## src/rtl/gcn_layer_controller.sv

```systemverilog
// Phase sequencer for one GCN inference pass: weight-column transform, row-wise
// aggregation, then an argmax sweep, bracketed by a start/done handshake.
module gcn_layer_controller #(
    parameter int unsigned FEATURE_ROWS          = 6,
    parameter int unsigned WEIGHT_COLS           = 3,
    parameter int unsigned COUNTER_FEATURE_WIDTH = $clog2(FEATURE_ROWS),
    parameter int unsigned COUNTER_WEIGHT_WIDTH  = $clog2(WEIGHT_COLS)
) (
    input  logic                             clk,
    input  logic                             reset,
    input  logic                             start,
    input  logic                             trans_done,
    input  logic                             argmax_done,
    output logic                             enable_trans,
    output logic [COUNTER_WEIGHT_WIDTH-1:0]  weight_col_addr,
    output logic                             enable_agg,
    output logic [COUNTER_FEATURE_WIDTH-1:0] agg_row,
    output logic                             done_comb,
    output logic                             busy,
    output logic                             done
);

    localparam logic [COUNTER_WEIGHT_WIDTH-1:0]  COL_MAX = COUNTER_WEIGHT_WIDTH'(WEIGHT_COLS - 1);
    localparam logic [COUNTER_FEATURE_WIDTH-1:0] ROW_MAX = COUNTER_FEATURE_WIDTH'(FEATURE_ROWS - 1);

    typedef enum logic [2:0] {
        S_IDLE     = 3'd0,
        S_TRANS    = 3'd1,
        S_AGG      = 3'd2,
        S_ARGMAX   = 3'd3,
        S_WAIT_ARG = 3'd4,
        S_DONE     = 3'd5
    } state_e;

    state_e                            state_q, state_d;
    logic [COUNTER_WEIGHT_WIDTH-1:0]   col_cnt_q, col_cnt_d;
    logic [COUNTER_FEATURE_WIDTH-1:0]  row_cnt_q, row_cnt_d;
    logic [COUNTER_FEATURE_WIDTH-1:0]  arg_cnt_q, arg_cnt_d;

    logic                              enable_trans_q, enable_trans_d;
    logic [COUNTER_WEIGHT_WIDTH-1:0]   weight_col_addr_q, weight_col_addr_d;
    logic                              enable_agg_q, enable_agg_d;
    logic [COUNTER_FEATURE_WIDTH-1:0]  agg_row_q, agg_row_d;
    logic                              done_comb_q, done_comb_d;
    logic                              busy_q, busy_d;
    logic                              done_q, done_d;

    // State, counters and output registers
    always_ff @(posedge clk) begin
        if (reset) begin
            state_q           <= S_IDLE;
            col_cnt_q         <= '0;
            row_cnt_q         <= '0;
            arg_cnt_q         <= '0;
            enable_trans_q    <= 1'b0;
            weight_col_addr_q <= '0;
            enable_agg_q      <= 1'b0;
            agg_row_q         <= '0;
            done_comb_q       <= 1'b0;
            busy_q            <= 1'b0;
            done_q            <= 1'b0;
        end else begin
            state_q           <= state_d;
            col_cnt_q         <= col_cnt_d;
            row_cnt_q         <= row_cnt_d;
            arg_cnt_q         <= arg_cnt_d;
            enable_trans_q    <= enable_trans_d;
            weight_col_addr_q <= weight_col_addr_d;
            enable_agg_q      <= enable_agg_d;
            agg_row_q         <= agg_row_d;
            done_comb_q       <= done_comb_d;
            busy_q            <= busy_d;
            done_q            <= done_d;
        end
    end

    // Next state and phase counters; each counter clears on leaving its phase
    always_comb begin
        state_d   = state_q;
        col_cnt_d = col_cnt_q;
        row_cnt_d = row_cnt_q;
        arg_cnt_d = arg_cnt_q;
        unique case (state_q)
            S_IDLE: begin
                if (start) begin
                    state_d   = S_TRANS;
                    col_cnt_d = '0;
                end
            end
            S_TRANS: begin
                if (trans_done) begin
                    if (col_cnt_q == COL_MAX) begin
                        state_d   = S_AGG;
                        col_cnt_d = '0;
                        row_cnt_d = '0;
                    end else begin
                        col_cnt_d = col_cnt_q + 1'b1;
                    end
                end
            end
            S_AGG: begin
                if (row_cnt_q == ROW_MAX) begin
                    state_d   = S_ARGMAX;
                    row_cnt_d = '0;
                    arg_cnt_d = '0;
                end else begin
                    row_cnt_d = row_cnt_q + 1'b1;
                end
            end
            S_ARGMAX: begin
                if (arg_cnt_q == ROW_MAX) begin
                    state_d   = S_WAIT_ARG;
                    arg_cnt_d = '0;
                end else begin
                    arg_cnt_d = arg_cnt_q + 1'b1;
                end
            end
            S_WAIT_ARG: begin
                if (argmax_done) begin
                    state_d = S_DONE;
                end
            end
            S_DONE: begin
                state_d = S_IDLE;
            end
            default: begin
                state_d   = S_IDLE;
                col_cnt_d = '0;
                row_cnt_d = '0;
                arg_cnt_d = '0;
            end
        endcase
    end

    // Moore decode of the upcoming state, registered so outputs come straight from flops
    always_comb begin
        enable_trans_d    = 1'b0;
        weight_col_addr_d = '0;
        enable_agg_d      = 1'b0;
        agg_row_d         = '0;
        done_comb_d       = 1'b0;
        busy_d            = (state_d != S_IDLE);
        done_d            = 1'b0;
        unique case (state_d)
            S_TRANS: begin
                enable_trans_d    = 1'b1;
                weight_col_addr_d = col_cnt_d;
            end
            S_AGG: begin
                enable_agg_d = 1'b1;
                agg_row_d    = row_cnt_d;
            end
            S_ARGMAX: done_comb_d = 1'b1;
            S_DONE:   done_d      = 1'b1;
            default: begin
                enable_trans_d = 1'b0;
            end
        endcase
    end

    assign enable_trans    = enable_trans_q;
    assign weight_col_addr = weight_col_addr_q;
    assign enable_agg      = enable_agg_q;
    assign agg_row         = agg_row_q;
    assign done_comb       = done_comb_q;
    assign busy            = busy_q;
    assign done            = done_q;

endmodule

```

## config.mk

```make
export PLATFORM = sky130hd
export DESIGN_NAME = gcn_layer_controller
export DESIGN_NICKNAME = d
export VERILOG_FILES = /design/src/rtl/gcn_layer_controller.sv
export SDC_FILE = /design/constraint.sdc
export NUM_CORES = 1
export LEC_CHECK = 0
export BUFFER_PORTS_ARGS = -buffer_cell sky130_fd_sc_hd__buf_4
export CAP_MARGIN = 40
export CORE_MARGIN = 5
export CORE_UTILIZATION = 53
export DETAILED_ROUTE_END_ITERATION = 8
export PLACE_DENSITY = 0.75
export SLEW_MARGIN = 20
export SYNTH_ARGS = -nofsm -noshare
export SYNTH_HDL_FRONTEND = slang
export SYNTH_SLANG_ARGS = --single-unit
```

## constraint.sdc

```tcl
create_clock -name clk -period 1.8 [get_ports clk]
set_input_delay 0.09 -clock clk [delete_from_list [all_inputs] [get_ports clk]]
set_output_delay 0.09 -clock clk [all_outputs]
set_load 0.005 [all_outputs]
```

==> flow_summary.toml <==
[die]
start_util_pct = 54.9
core_area_sq_mm = 0.00171
fp.dieW_um = 52.1
rows = 15
die_y_um = 52.1
dieArea_sq_mm = 0.00271
io_pins = 15

[pwr]
total_power_mw = 0.771
ir_drop_mv = 0.477
powerDensity_mw_per_mm2 = 690
p_leak_nw = 0.482

[logic_synthesis]
ys_seq_elements = 21
yosys-top-cells-area = "dfxtp_1 (45%), nor2_1 (7.6%), and3b_1 (2.8%)"
ys_types = 38
syn_area_sq_um = 937
yosys_warnings = 0
ys_seq_area_share_pct = 44.9
syn_area_per_cell_sq_um = 9.47
synthCells = 99
yosysTopAreaCell = "dfxtp_1"
syn-num-nets = 104
synth_top_area_share_pct = 44.9

[worst_setup_path]
crit_fanout = 16
cp-end-kind = "flip-flop"
path_delay_family = "compound AO/OA/AOI/OAI gates"
r2r_slack_ps = 140
cp-start-kind = "flip-flop"
cp.depth = 5
required_ps = 1990
arrival_ps = 1850
reg2regPathDepth = 5
cpMaxStageDelayCell = "dfxtp_1"
crit_type = "reg2reg"
crit_buf_inv = 1
cp_cell_sequence = "buf_4 -> nor3b_2 -> a222oi_1 -> and2_2 -> a21oi_1"
cpPeakStageDelay_ps = 420

[status]
status = "complete, no violations"

[worst_hold_path]
hold_depth = 2
hold_path_class = "in2reg"

[detailed_routing]
drc = 0
finalWirelength_um = 1910
ant_nets = 0
vias = 787
viasPerCell = 5.54
drt_iter0_markers = 23
drt-pass1-iter-count = 4
wl_per_cell_um = 13.5

[timing]
worstMarginPinSlew_ps = 384
finalSetupViolations = 0
finalCritPeriodShare_pct = 92.2
layout_min_cycle_time_ps = 1660
drv_slew = 0
rsz0062_at_grt = "no"
fmaxAchievable_mhz = 603
finalHoldViolations = 0
fin_setup_tns_ps = 0
relSlewSlack_pct = 74.4
final.setup_skew_ps = 2.96

[global_route]
grtUsageTotal_pct = 16.3
grt_max_degree = 17
grt_pass1_wl_um = 3240
overflow = 0
antenna_found_initial = 0
grt_pass1_vias = 758

[clock_network]
postCtsSetupRepairBufs = 0
clkTransAtPathRegs_ps = 110
cts_buffers = 3
h-tree-depth = 1
cts_sinks = 21
cts_root_buf = "clkbuf_4"
postCtsHoldBufs = 0
clkLatencyLatePin_ps = 300
cts_buffer_depth = 2
cts_tree = "yes"

[finish]
antenna-diode-count = 0
final_common_cell = "dfxtp_1"
stdcell_area_sq_mm = 0.00112
area_growth_pct = 19.2
drive_gt1_share_pct = 28.2
fin_nets = 123
layout_common_cells = "dfxtp_1 (21), buf_4 (20), nor2_1 (19)"
layoutNonFillerInstCount = 142

[run]
max_cap_viol_count = 0

[placement]
place.gp.congestion = 0.861
port_buffers = 14
dpl_cell_area_sq_mm = 0.00108
dp_hpwl_um = 1440
placed_cells = 138
worst paths after layout:
check,start,to
max reg2reg,state_q[1]$_SDFF_PP0_,busy$_SDFF_PP0_
max,state_q[1]$_SDFF_PP0_,busy$_SDFF_PP0_
min,reset,weight_col_addr[1]$_SDFF_PP0_
min reg2reg,arg_cnt_q[2]$_SDFFE_PP0P_,arg_cnt_q[2]$_SDFFE_PP0P_
registers in the layout (all words and copies together), names as in the netlist:
name             cells
enable_agg           1
state_q              3
done                 1
done_comb            1
arg_cnt_q            3
row_cnt_q            3
weight_col_addr      2
col_cnt_q            2
agg_row              3
enable_trans         1
busy                 1
Yosys cell counts:
master,count
nor4_2,1
a31oi_1,1
mux2i_1,1
a21boi_0,1
o311a_1,2
o221a_2,1
or4b_1,1
clkbuf_1,4
o221ai_1,1
dfxtp_1,21
inv_1,1
and4b_1,2
and3b_1,3
nor2b_1,3
o21ai_1,1
and2_1,1
nor4_1,1
nor4b_1,2
nand2_1,4
a222oi_1,1
buf_4,1
nor4_4,1
nor2_1,19
o21ai_0,4
nand3_1,1
o21a_1,1
nand2b_1,1
nor3b_1,2
mux2_2,2
nand3b_4,1
a22oi_1,1
and3_1,1
or2_2,2
a21oi_1,3
nor3_1,1
buf_6,1
o32a_1,1
nand3b_1,3
cells by family (layout without fill, tap and decap cells):
logic type	after synthesis	in the layout	share of synthesized area, %
and+or+nand+nor	50	50	33.9
DFF	21	21	44.9
AOI/OAI and AO/OA	18	18	13.8
buffers and inverters	7	25	4.00
muxes	3	3	3.47
stage by stage:
step                setup WS (ps)  hold WS, ps  util (%)
finish                        141         92.3      65.4
global route                 1.49         90.4      65.4
CTS                          40.8         84.0      65.1
detailed placement           78.1          415      63.5
global placement              135          405      63.5
floorplan                     187          161         -
routing by layer:
layer / wire length (um) / global-route usage, %
met5: 0 / 0
met4: 38 / 11.8
met3: 59 / 2.58
met2: 887 / 25.1
met1: 929 / 20.2
what timing repair did:
| item | CTS | global route |
|---|---|---|
| resized for setup | 0 | 2 |
| endpoints found under the hold margin | 0 | 0 |
| endpoints found under the setup margin | 0 | 7 |
report_power, final:
group / total, mW / leakage [nW] / internal (mW) / switching, mW
registers: 0.479 / 0.170 / 0.473 / 0.00584
logic: 0.0678 / 0.297 / 0.0330 / 0.0348
clock network: 0.224 / 0.0150 / 0.0862 / 0.138
final cells by class:
class / instances / area (sq um)
timing repair buffer: 20 / 150
clock buffer: 4 / 26.3
multi-input combinational: 71 / 485
sequential: 21 / 420
inverter: 1 / 3.75
tap: 25 / 31.3
fill: 139 / 591
No activity file was read; power rests on OpenSTA's default activity.
